[src/rtl/imem_fetch.sv]
// imem_fetch: word-organised instruction memory with a one-deep fetch
// response register.
//
// A request (req_valid/req_ready, byte address req_pc) is accepted when the
// response slot is free or is being drained this cycle. One cycle after the
// accept, the response appears on rsp_valid/rsp_inst/rsp_pc/rsp_fault. The
// response holds until rsp_ready or flush is seen. Faulted responses return a
// NOP (all-zero word) and bump a saturating 8-bit fault counter.
//
// Ports
//   clock, reset_n          : rising-edge clock, asynchronous active-low reset
//   req_valid/req_ready     : request handshake
//   req_pc                  : request byte address
//   rsp_valid/rsp_ready     : response handshake
//   rsp_inst, rsp_pc        : fetched word and the address it came from
//   rsp_fault               : 00 ok, 01 misaligned, 10 out of range, 11 parity
//   flush                   : drop the held response, block accept this cycle
//   ld_en/ld_addr/ld_data   : program-load write port (word indexed)
//   ld_par_flip             : (IMEM_PARITY_EN only) store inverted parity
//   fault_cnt               : saturating count of faulted responses
//
// Build option
//   IMEM_PARITY_EN : keeps an even-parity bit per word, checked on read.
module imem_fetch #(
  parameter int DATA_W = 32,
  parameter int DEPTH  = 32,
  parameter int ADDR_W = 32
) (
  input  logic                     clock,
  input  logic                     reset_n,
  input  logic                     req_valid,
  output logic                     req_ready,
  input  logic [ADDR_W-1:0]        req_pc,
  output logic                     rsp_valid,
  input  logic                     rsp_ready,
  output logic [DATA_W-1:0]        rsp_inst,
  output logic [ADDR_W-1:0]        rsp_pc,
  output logic [1:0]               rsp_fault,
  input  logic                     flush,
  input  logic                     ld_en,
  input  logic [$clog2(DEPTH)-1:0] ld_addr,
  input  logic [DATA_W-1:0]        ld_data,
`ifdef IMEM_PARITY_EN
  input  logic                     ld_par_flip,
`endif
  output logic [7:0]               fault_cnt
);

  localparam int IDX_W = $clog2(DEPTH);
  // One extra bit so 4*DEPTH is representable even when it equals 2**ADDR_W.
  localparam logic [ADDR_W:0] PC_LIMIT = (ADDR_W+1)'(DEPTH) << 2;

  typedef enum logic [1:0] {
    FAULT_OK       = 2'b00,
    FAULT_MISALIGN = 2'b01,
    FAULT_RANGE    = 2'b10,
    FAULT_PARITY   = 2'b11
  } fault_e;

  // Storage: zero at power-up, not touched by reset.
  logic [DATA_W-1:0] mem_q [DEPTH] = '{default: '0};
`ifdef IMEM_PARITY_EN
  logic              par_q [DEPTH] = '{default: 1'b0};
`endif

  logic [IDX_W-1:0]  rd_idx;
  logic [DATA_W-1:0] rd_word;
  fault_e            rd_fault;
  logic              accept;

  logic              rsp_valid_d, rsp_valid_q;
  logic [DATA_W-1:0] rsp_inst_d,  rsp_inst_q;
  logic [ADDR_W-1:0] rsp_pc_d,    rsp_pc_q;
  fault_e            rsp_fault_d, rsp_fault_q;
  logic [7:0]        fault_cnt_d, fault_cnt_q;

  // Address decode and fault classification; misaligned wins over range,
  // and parity is only considered for an otherwise valid address.
  always_comb begin
    rd_idx   = req_pc[IDX_W+1:2];
    rd_word  = mem_q[rd_idx];
    rd_fault = FAULT_OK;
    if (req_pc[1:0] != 2'b00) begin
      rd_fault = FAULT_MISALIGN;
    end else if ({1'b0, req_pc} >= PC_LIMIT) begin
      rd_fault = FAULT_RANGE;
    end
`ifdef IMEM_PARITY_EN
    else if ((^rd_word) != par_q[rd_idx]) begin
      rd_fault = FAULT_PARITY;
    end
`endif
  end

  // reset_n gates ready so nothing is accepted while reset is held.
  always_comb begin
    req_ready = reset_n && (!rsp_valid_q || rsp_ready) && !flush;
    accept    = req_valid && req_ready;
  end

  always_comb begin
    rsp_valid_d = rsp_valid_q;
    rsp_inst_d  = rsp_inst_q;
    rsp_pc_d    = rsp_pc_q;
    rsp_fault_d = rsp_fault_q;
    fault_cnt_d = fault_cnt_q;
    if (accept) begin
      rsp_valid_d = 1'b1;
      rsp_inst_d  = (rd_fault == FAULT_OK) ? rd_word : '0;
      rsp_pc_d    = req_pc;
      rsp_fault_d = rd_fault;
      if (rd_fault != FAULT_OK && fault_cnt_q != 8'hFF) begin
        fault_cnt_d = fault_cnt_q + 8'd1;
      end
    end else if (flush || rsp_ready) begin
      rsp_valid_d = 1'b0;
    end
  end

  always_ff @(posedge clock or negedge reset_n) begin
    if (!reset_n) begin
      rsp_valid_q <= 1'b0;
      rsp_inst_q  <= '0;
      rsp_pc_q    <= '0;
      rsp_fault_q <= FAULT_OK;
      fault_cnt_q <= '0;
    end else begin
      rsp_valid_q <= rsp_valid_d;
      rsp_inst_q  <= rsp_inst_d;
      rsp_pc_q    <= rsp_pc_d;
      rsp_fault_q <= rsp_fault_d;
      fault_cnt_q <= fault_cnt_d;
    end
  end

  // Write port. A same-cycle read of the same word sees the pre-edge data
  // because the response register samples rd_word before this update lands.
  always_ff @(posedge clock) begin
    if (ld_en) begin
      mem_q[ld_addr] <= ld_data;
`ifdef IMEM_PARITY_EN
      par_q[ld_addr] <= (^ld_data) ^ ld_par_flip;
`endif
    end
  end

  assign rsp_valid = rsp_valid_q;
  assign rsp_inst  = rsp_inst_q;
  assign rsp_pc    = rsp_pc_q;
  assign rsp_fault = rsp_fault_q;
  assign fault_cnt = fault_cnt_q;

endmodule

[config.mk]
export PLATFORM = sky130hd
export DESIGN_NAME = imem_fetch
export DESIGN_NICKNAME = d
export VERILOG_FILES = /design/src/rtl/imem_fetch.sv
export SDC_FILE = /design/constraint.sdc
export NUM_CORES = 1
export LEC_CHECK = 0
export ABC_CLOCK_PERIOD_IN_PS = 3200
export BUFFER_PORTS_ARGS = -buffer_cell sky130_fd_sc_hd__buf_2
export CORE_MARGIN = 4
export CORE_UTILIZATION = 60
export CTS_BUF_LIST = sky130_fd_sc_hd__clkbuf_8
export DETAILED_ROUTE_END_ITERATION = 16
export GPL_TIMING_DRIVEN = 0
export PLACE_DENSITY = 0.76
export SLEW_MARGIN = 5
export SYNTH_ARGS = -nofsm -noshare
export SYNTH_HDL_FRONTEND = slang
export SYNTH_SLANG_ARGS = --single-unit
[constraint.sdc]
create_clock -name clock -period 3.2 [get_ports clock]
set_input_delay 0.48 -clock clock [delete_from_list [all_inputs] [get_ports clock]]
set_output_delay 0.48 -clock clock [all_outputs]
set_load 0.05 [all_outputs]
## Yosys cells after proc, flatten, opt, wreduce, memory -nomap -nowiden

Memory sizes are Yosys's and may differ from the RTL's.
Index checks and enable logic that the tools add are counted.

- $lt $le $gt $ge: 1
- Muxes and demuxes: 7
- Reductions and logical operators: 13
- $add $sub $neg: 1
- Eq/ne operators: 1

Operators with widths:

| kind | count |
|---|---|
| >= comparator 32 x 8 -> 1 bit (second input constant) | 1 |
| 2-to-1 mux 32 bit | 1 |
| adder 8 x 1 -> 8 bit (second input constant) | 1 |
| inequality test 8 bit (second input constant) | 1 |
| nonzero test 2 bit | 3 |
| logical AND 1 bit | 4 |
| 2-to-1 mux 1 bit | 4 |
| 2-to-1 mux 2 bit | 2 |
| logical NOT 1 bit | 2 |
| logical NOT 2 bit | 1 |
| logical OR 1 bit | 2 |
| AND reduction 2 bit | 1 |

- Input bits: 75
- Bits in writable memories: 1024
- Word-level logic and storage cells: 29
- Register bits: 75
- Memories kept: 1
- Output and inout port bits: 76

Memory list:

| name | depth | bits a word | read ports | clocked after Yosys merged registers in | write ports | RTL line | source |
|---|---|---|---|---|---|---|---|
| mem_q | 32 | 32 | 1 | 0 | 1 | 61 | `logic [DATA_W-1:0] mem_q [DEPTH] = '{default: '0};` |

## Depth between registers and ports, before layout

Gate-level depths: netlist of run 1.

- Depth after elaboration: 6
- Depth in mapped cells: 9
- Mapped depth without buffers: 5

## Worst setup path before layout of run 1

OpenSTA, ideal clock, no wires.

- Path type: input to register
- Start point: input port ld_addr[1]
- End point: memory mem_q[12][0], enable pin
- Library setup time: 421 ps
- Buffers on the path: 1
- Required time: 2779 ps
- Arrival: 2493 ps
- Slack: 286 ps
- Stages on the path: 3
- Path through: or3b_2 -> clkbuf_1 -> nor2_1

RTL lines:

| item | RTL line | source |
|---|---|---|
| from (decl) | 41 | `input logic [$clog2(DEPTH)-1:0] ld_addr,` |
| to (decl) | 61 |  |

No word-level cell before the write port.

## Worst setup path after layout of run 1

- Start point: input port req_pc[3]
- End point: register rsp_inst_q[6] (netlist: rsp_inst[6])

- Cells in the longest elaborated chain, start to end: 5
- Elaborated cells on any way between the ends: 6
- Classes of those cells: 1 x order compare; 3 x mux; 1 x reduce/logical; 1 x memory

RTL lines:

| item | RTL line | source |
|---|---|---|
| from (decl) | 33 | `input logic [ADDR_W-1:0] req_pc,` |
| >= comparator 32 x 8 -> 1 bit | 85 | `end else if ({1'b0, req_pc} >= PC_LIMIT) begin` |
| 2-to-1 mux 2 bit | 85 |  |
| 2-to-1 mux 2 bit | 83 | `if (req_pc[1:0] != 2'b00) begin` |
| logical NOT 2 bit | 109 | `rsp_inst_d = (rd_fault == FAULT_OK) ? rd_word : '0;` |
| 2-to-1 mux 32 bit * | 109 |  |
| to (signal assigned) | 129 | `rsp_inst_q <= rsp_inst_d;` |
| to (decl) | 72 | `logic [DATA_W-1:0] rsp_inst_d, rsp_inst_q;` |

Mark *: on every way between the ends. The rest lies on a longest branch, timed or not.
A chain may end at the register's enable or synchronous reset.

==> metrics.md, run 1 <==
| Metric | Value |
|---|---|
| DP Worst Slack | `-0.507 ns` |
| Die Area | `roughly 0.074 mm^2` |
| GR Overflow Total | `0` |
| Largest net degree at the start of global routing | `63` |
| Post-Syn Area per Cell | `22.6 um^2` |
| Max Freq | `around 320 MHz` |
| Final Hold Fails | `0` |
| # IOs | `151` |
| Die H | `273 um` |
| Worst EP required | `3.82 ns` |
| Sink Count | `between 1000 and 1500` |
| Gr usage total | `between 20 and 30%` |
| Share of the synthesized area in the top cell type | `73.2%` |
| Status | `complete, no violations` |
| Slew @ Worst Pin | `between 1 and 1.5 ns` |
| Reg-to-Reg Start | `mem_q[26][6]` |
| Count of pins over their slew limit | `0` |
| 1st-pass router iterations | `5` |
| Area added between synthesis and finish | `15.2%` |
| Arrival time worst endpoint | `3.73 ns` |
| Post-synth top area cell | `edfxtp_1` |
| Critical path endpoint category | `flip-flop` |
| Finished Cell Area | `0.0484 mm^2` |
| # rows | `96` |
| DR vias | `around 22000` |
| Most frequent CP cell | `buf_2` |
| Area contributors post-synth | `edfxtp_1, mux4_2, dfrtp_1` |
| Crit path buffers/inverters | `4` |
| Synthesized instance count | `approximately 1900` |
| Post-DRT Antenna Nets | `0` |
| Initial antenna violation count | `2` |
| Worst-path maximum fanout | `10` |
| Post-synth EDFFs | `1024` |
| Synth warn | `0` |
| CTS root buffer | `clkbuf_8` |
| Unrepaired setup endpoints after global routing | `false` |
| Setup CP Type | `in -> reg` |
| Post-route DRC violation count | `0` |
| Family with the most delay on the worst path | `buffers and inverters` |
| Total Wirelength | `105000 um` |
| Vias in the first global route | `22400` |
| Tcrit/Tclk final | `97.2%` |
| H-tree depth | `4` |
| GP Congestion | `0.815` |
| Relative slew slack | `14.8%` |
| CP startpoint | `req_pc[3]` |
| Most used DFF post-synth | `edfxtp_1` |
| Placed cell area | `0.0450 mm^2` |
| Clk Latency, worst-skew pair | `slightly above 0.8 ns` |
| Core area | `0.0689 mm^2` |
| Worst hold slack | `0.123 ns` |
| Die Wd | `273 um` |
| Fin util | `between 70% and 80%` |
| CP Cell Sequence | `buf_2 -> buf_2 -> buf_2 -> buf_2 -> mux4_2 -> mux2i_1 -> nand2_1 -> o21ai_0 -> o221ai_1` |
| Initial core utilization | `60.9%` |
| Max IR drop VDD | `0.458 mV` |
| Yosys reg bits | `roughly 1100` |
| Unique masters post-synth | `42` |
| First-pass GRT wire length | `151000 um` |
| Port bufs | `146` |
| Netlist Area Pre-Place | `0.0420 mm^2` |
| Most frequent cells in the layout | `edfxtp_1, mux4_2, buf_2` |
| Clk_skew | `just under 0.03 ns` |
| Lkg Pwr | `16.2 nW` |
| Initial DRC count | `2914` |
| CTS tree | `built` |
| Cell Pwr Density | `601 mW/mm^2` |
| Post-synthesis sequential area ratio | `between 70% and 80%` |
| Mapped Nets | `approximately 1900` |
| Post-synth ARST share | `under 10%` |
| Avg WL per Cell | `31.6 um` |
| Post-route setup slack | `0.0881 ns` |
| Worst path slowest cell | `buf_2` |
| Max incr delay on CP | `0.52 ns` |
| Worst hold-check path type | `in -> async` |
| Vias per inst | `6.53` |
| Commonest non-fill, non-tap cell in the layout | `edfxtp_1` |
| Clock Tree Buf Depth | `3` |
| Startpoint Class | `input port` |
| Nets | `between 2000 and 2500` |
| Share of cells above drive strength 1 | `35.5%` |
| Maxcap violations | `0` |
| TritonCTS buffer count | `about 170` |
| Clock transition at path regs | `0.06 ns` |
| HPWL after detailed placement | `66600 um` |
| Tmin final | `3.11 ns` |
| Final setup fails | `0` |
==> synthesized netlist by cell type, drive strengths merged, types with 4 or more instances <==
cell / number
and3: 6
buf: 69
clkbuf: 25
clkinv: 13
dfrtp: 75
edfxtp: 1024
mux2: 67
mux2i: 39
mux4: 279
nand2: 75
nand2b: 4
nand3: 25
nand3b: 7
nor2: 38
nor2b: 4
nor3: 7
nor4: 6
o211ai: 12
o21ai: 31
o221ai: 18
o22ai: 4
or3: 4
xor2: 7
==> cell type report <==
type,count,area (um^2)
Tap cell,931,1160
Antenna cell,2,5.00
Clock buffer,183,2520
Clock inverter,122,599
Timing Repair Buffer,214,1880
Multi-Input combinational cell,649,9090
Inverter,15,56.3
Buffer,94,479
Fill cell,4062,20500
Sequential cell,1099,32600
==> final timing paths <==
kind	endpoint	slack (ns)	cells after the start
hold reg to reg	rsp_pc[17]	0.50	1
hold / removal	rsp_inst[15]	0.12	2
setup / recovery	rsp_inst[6]	0.09	9
min in group clock	mem_q[13][17]	0.16	1
max in group asynchronous	rsp_inst[6]	2.41	3
setup reg to reg	rsp_inst[6]	0.58	4
==> per-stage QoR <==
step / TNS [ns] / std cells / power [mW]
floorplan: 0 / 1857 / 17.7
global placement: -1476.54 / 2934 / 18.4
detailed placement: -6.23 / 2969 / 18.6
CTS: 0 / 3304 / 29.2
global route: 0 / 3307 / 30.1
finish: 0 / 3309 / 29.1
==> sequential cells by signal, indices dropped and copies added, names as in the netlist <==
name,cells
mem_q,1024
rsp_fault,2
rsp_pc,32
rsp_valid,1
fault_cnt,8
rsp_inst,32
==> power breakdown <==
part           switching, mW  internal [mW]
Clock                   5.30           5.49
Sequential             0.126           16.0
Combinational           1.43          0.751
Total                   6.86           22.2
==> routing by layer <==
| metal | vias up | part of all wire (%) | global-route usage (%) |
|---|---|---|---|
| li1 | 8609 | - | - |
| met1 | 11200 | 36 | 40.3 |
| met2 | 1546 | 48 | 44.9 |
| met3 | 201 | 12 | 7.70 |
| met4 | 0 | 3.3 | 10.0 |
| met5 | - | 0 | 0 |
==> repair_timing <==
item / CTS / global route
hold buffers: 30 / 0
resized for setup: 0 / 1
endpoints found under the hold margin: 104 / 0
setup buffers: 0 / 3
setup endpoints to repair: 0 / 20
==> cells by family (layout without fill, tap and decap cells) <==
logic type	Yosys count	after routing	synth area share, %
muxes	385	385	17.7
and+or+nand+nor	185	185	2.09
xor gates and xnor gates	7	7	0.146
AOI/OAI and AO/OA	71	71	1.13
adders and majority gates	1	1	0.0298
buffers and inverters	109	628	1.27
other	0	2	0
DFF	1099	1099	77.7
No activity file was read; power rests on OpenSTA's default activity.
==> inputs of run 2 (changes only) <==
- CORE_MARGIN: 4 -> 8
- CTS_CLUSTER_SIZE: not set -> 8
- SETUP_SLACK_MARGIN: not set -> 0.1
==> metrics.md, run 2 (synthesis results as in run 1) <==
| Metric | Value |
|---|---|
| Area added between synthesis and finish | `14.7%` |
| CTS tree | `built` |
| Inst Count DP | `2976 (+0.24%)` |
| Nets | `2317 (+0.086%)` |
| Finished Cell Area | `0.0482 mm^2 (-0.45%)` |
| DP Worst Slack | `-0.349 ns (+0.158 ns)` |
| Slew @ Worst Pin | `1.17 ns (-0.0941 ns)` |
| Final Hold Fails | `0 (unchanged)` |
| Initial antenna violation count | `5 (+3)` |
| GR Overflow Total | `0 (unchanged)` |
| Cell Pwr Density | `594 mW/mm^2 (-1.1%)` |
| Critical path endpoint category | `flip-flop` |
| Vias per inst | `6.52 (-0.11%)` |
| Fin util | `69.2% (-1.0 points)` |
| Clk_skew | `0.0248 ns (-0.00458 ns)` |
| Hold_sp | `ld_data[28]` |
| Clock Tree Buf Depth | `3 (unchanged)` |
| Hold path cells | `1` |
| HPWL after detailed placement | `66200 um (-0.63%)` |
| Post-DRT Antenna Nets | `0 (unchanged)` |
| Reg2Reg Depth | `9 (+5)` |
| # rows | `97 (+1.0%)` |
| Max IR drop VDD | `0.434 mV (-5.4%)` |
| Sink Count | `1099 (unchanged)` |
| Worst-path maximum fanout | `10 (unchanged)` |
| Die Area | `0.0788 mm^2 (+6.0%)` |
| Total Wirelength | `104000 um (-0.35%)` |
| Lkg Pwr | `16.2 nW (about the same)` |
| Port bufs | `146 (unchanged)` |
| CTS resizes | `0 (unchanged)` |
| CP startpoint | `req_pc[4]` |
| Tmin final | `2.75 ns (-0.363 ns)` |
| Die Wd | `281 um (+2.9%)` |
| Clock transition at path regs | `0.07 ns (about the same)` |
| # IOs | `151 (unchanged)` |
| Gr usage total | `26.8% (-1.9 points)` |
| First-pass GRT wire length | `151000 um (-0.52%)` |
| Core area | `0.0697 mm^2 (+1.0%)` |
| Clk Latency, worst-skew pair | `0.80 ns (-0.03 ns)` |
| Worst hold-check path type | `in -> reg` |
| Most frequent cells in the layout | `edfxtp_1, mux4_2, buf_2` |
| Setup TNS | `0 ns (unchanged)` |
| Status | `complete, no violations` |
| Setup CP Type | `in -> reg` |
| Relative slew slack | `22.0% (+7.2 points)` |
| Die H | `281 um (+2.9%)` |
| Largest Register | `mem_q` |
| Placed cell area | `0.0449 mm^2 (-0.18%)` |
| Max Freq | `364 MHz (+13%)` |
| Commonest non-fill, non-tap cell in the layout | `edfxtp_1` |
| Avg WL per Cell | `31.5 um (-0.26%)` |
| Post-route DRC violation count | `0 (unchanged)` |
| Largest net degree at the start of global routing | `55 (-13%)` |
| Non-Filler Instances | `3306 (-0.091%)` |
| Max incr delay on CP | `0.93 ns (+0.41 ns)` |
| Total power | `28.6 mW (-1.6%)` |
| Startpoint Class | `input port` |
| Final setup fails | `0 (unchanged)` |
| Unrepaired setup endpoints after global routing | `false` |
| Worst EP required | `3.89 ns (+0.07 ns)` |
| Reg-to-Reg Start | `rsp_valid` |
| Post-route setup slack | `0.451 ns (+0.363 ns)` |
| H-tree depth | `4 (unchanged)` |
| Count of pins over their slew limit | `0 (unchanged)` |
| Worst path slowest cell | `clkbuf_1` |
| CTS root buffer | `clkbuf_8` |
| TritonCTS buffer count | `170 (+2.4%)` |
| Share of cells above drive strength 1 | `34.7% (-0.85 points)` |
| Vias in the first global route | `22600 (+1.0%)` |
| Most frequent CP cell | `clkbuf_1` |
| Initial core utilization | `60.3% (-0.63 points)` |
| GP Congestion | `0.832 (+2.1%)` |
| Initial DRC count | `2777 (-4.7%)` |
| DR vias | `21500 (-0.20%)` |
| Maxcap violations | `0 (unchanged)` |
| Max FFs per register | `1024 (unchanged)` |
| CP Cell Sequence | `buf_1 -> clkbuf_1 -> clkbuf_1 -> o21ai_0 -> o221ai_1` |
| 1st-pass router iterations | `6 (+1)` |
| Worst hold slack | `0.168 ns (+0.0452 ns)` |
| Arrival time worst endpoint | `3.44 ns (-0.29 ns)` |
| Tcrit/Tclk final | `85.9% (-11 points)` |
[run 2: report_power, final]
group / total, mW / switching [mW] / internal (mW)
clock network: 10.4 / 5.16 / 5.19
logic: 2.17 / 1.42 / 0.751
registers: 16.1 / 0.122 / 16.0
[run 2: worst paths after layout]
kind,to,slack (ns)
max,rsp_inst[0],0.45
min,mem_q[26][28],0.17
max reg2reg,rsp_inst[22],0.73
min reg2reg,fault_cnt[4],0.50
max in group asynchronous,rsp_pc[21],2.68
min in group asynchronous,rsp_inst[9],0.22
[run 2: timing repair]
action | CTS | global route
hold buffers | 31 | 0
setup endpoints to repair | 0 | 6
endpoints found under the hold margin | 51 | 0
setup buffers | 0 | 2
[run 2: routing by layer]
metal / routed length (um) / share of wire [%] / track usage, % / vias up
met5: 46 / 0.044 / 0 / -
met4: 4120 / 4.0 / 11.3 / 6
met3: 11400 / 11 / 6.48 / 256
met2: 49900 / 48 / 42.3 / 1452
met1: 38700 / 37 / 36.2 / 11200
li1: - / - / - / 8605
[run 2: worst max-delay path, delay by kind of cell]
family | cells | cell delay, ns
AO/OA/AOI/OAI | 2 | 0.68
buffers and inverters | 3 | 2.26
[run 2: final cells by class]
type	instances	area, um^2
diodes	1	2.50
clock buffers	182	2500
plain buffers	94	478
flip-flops and latches	1099	32600
fillers	4223	21500
inverters	15	56.3
multi-input cells	649	9090
clock inverters	114	465
repair buffers	212	1800
well taps	940	1180
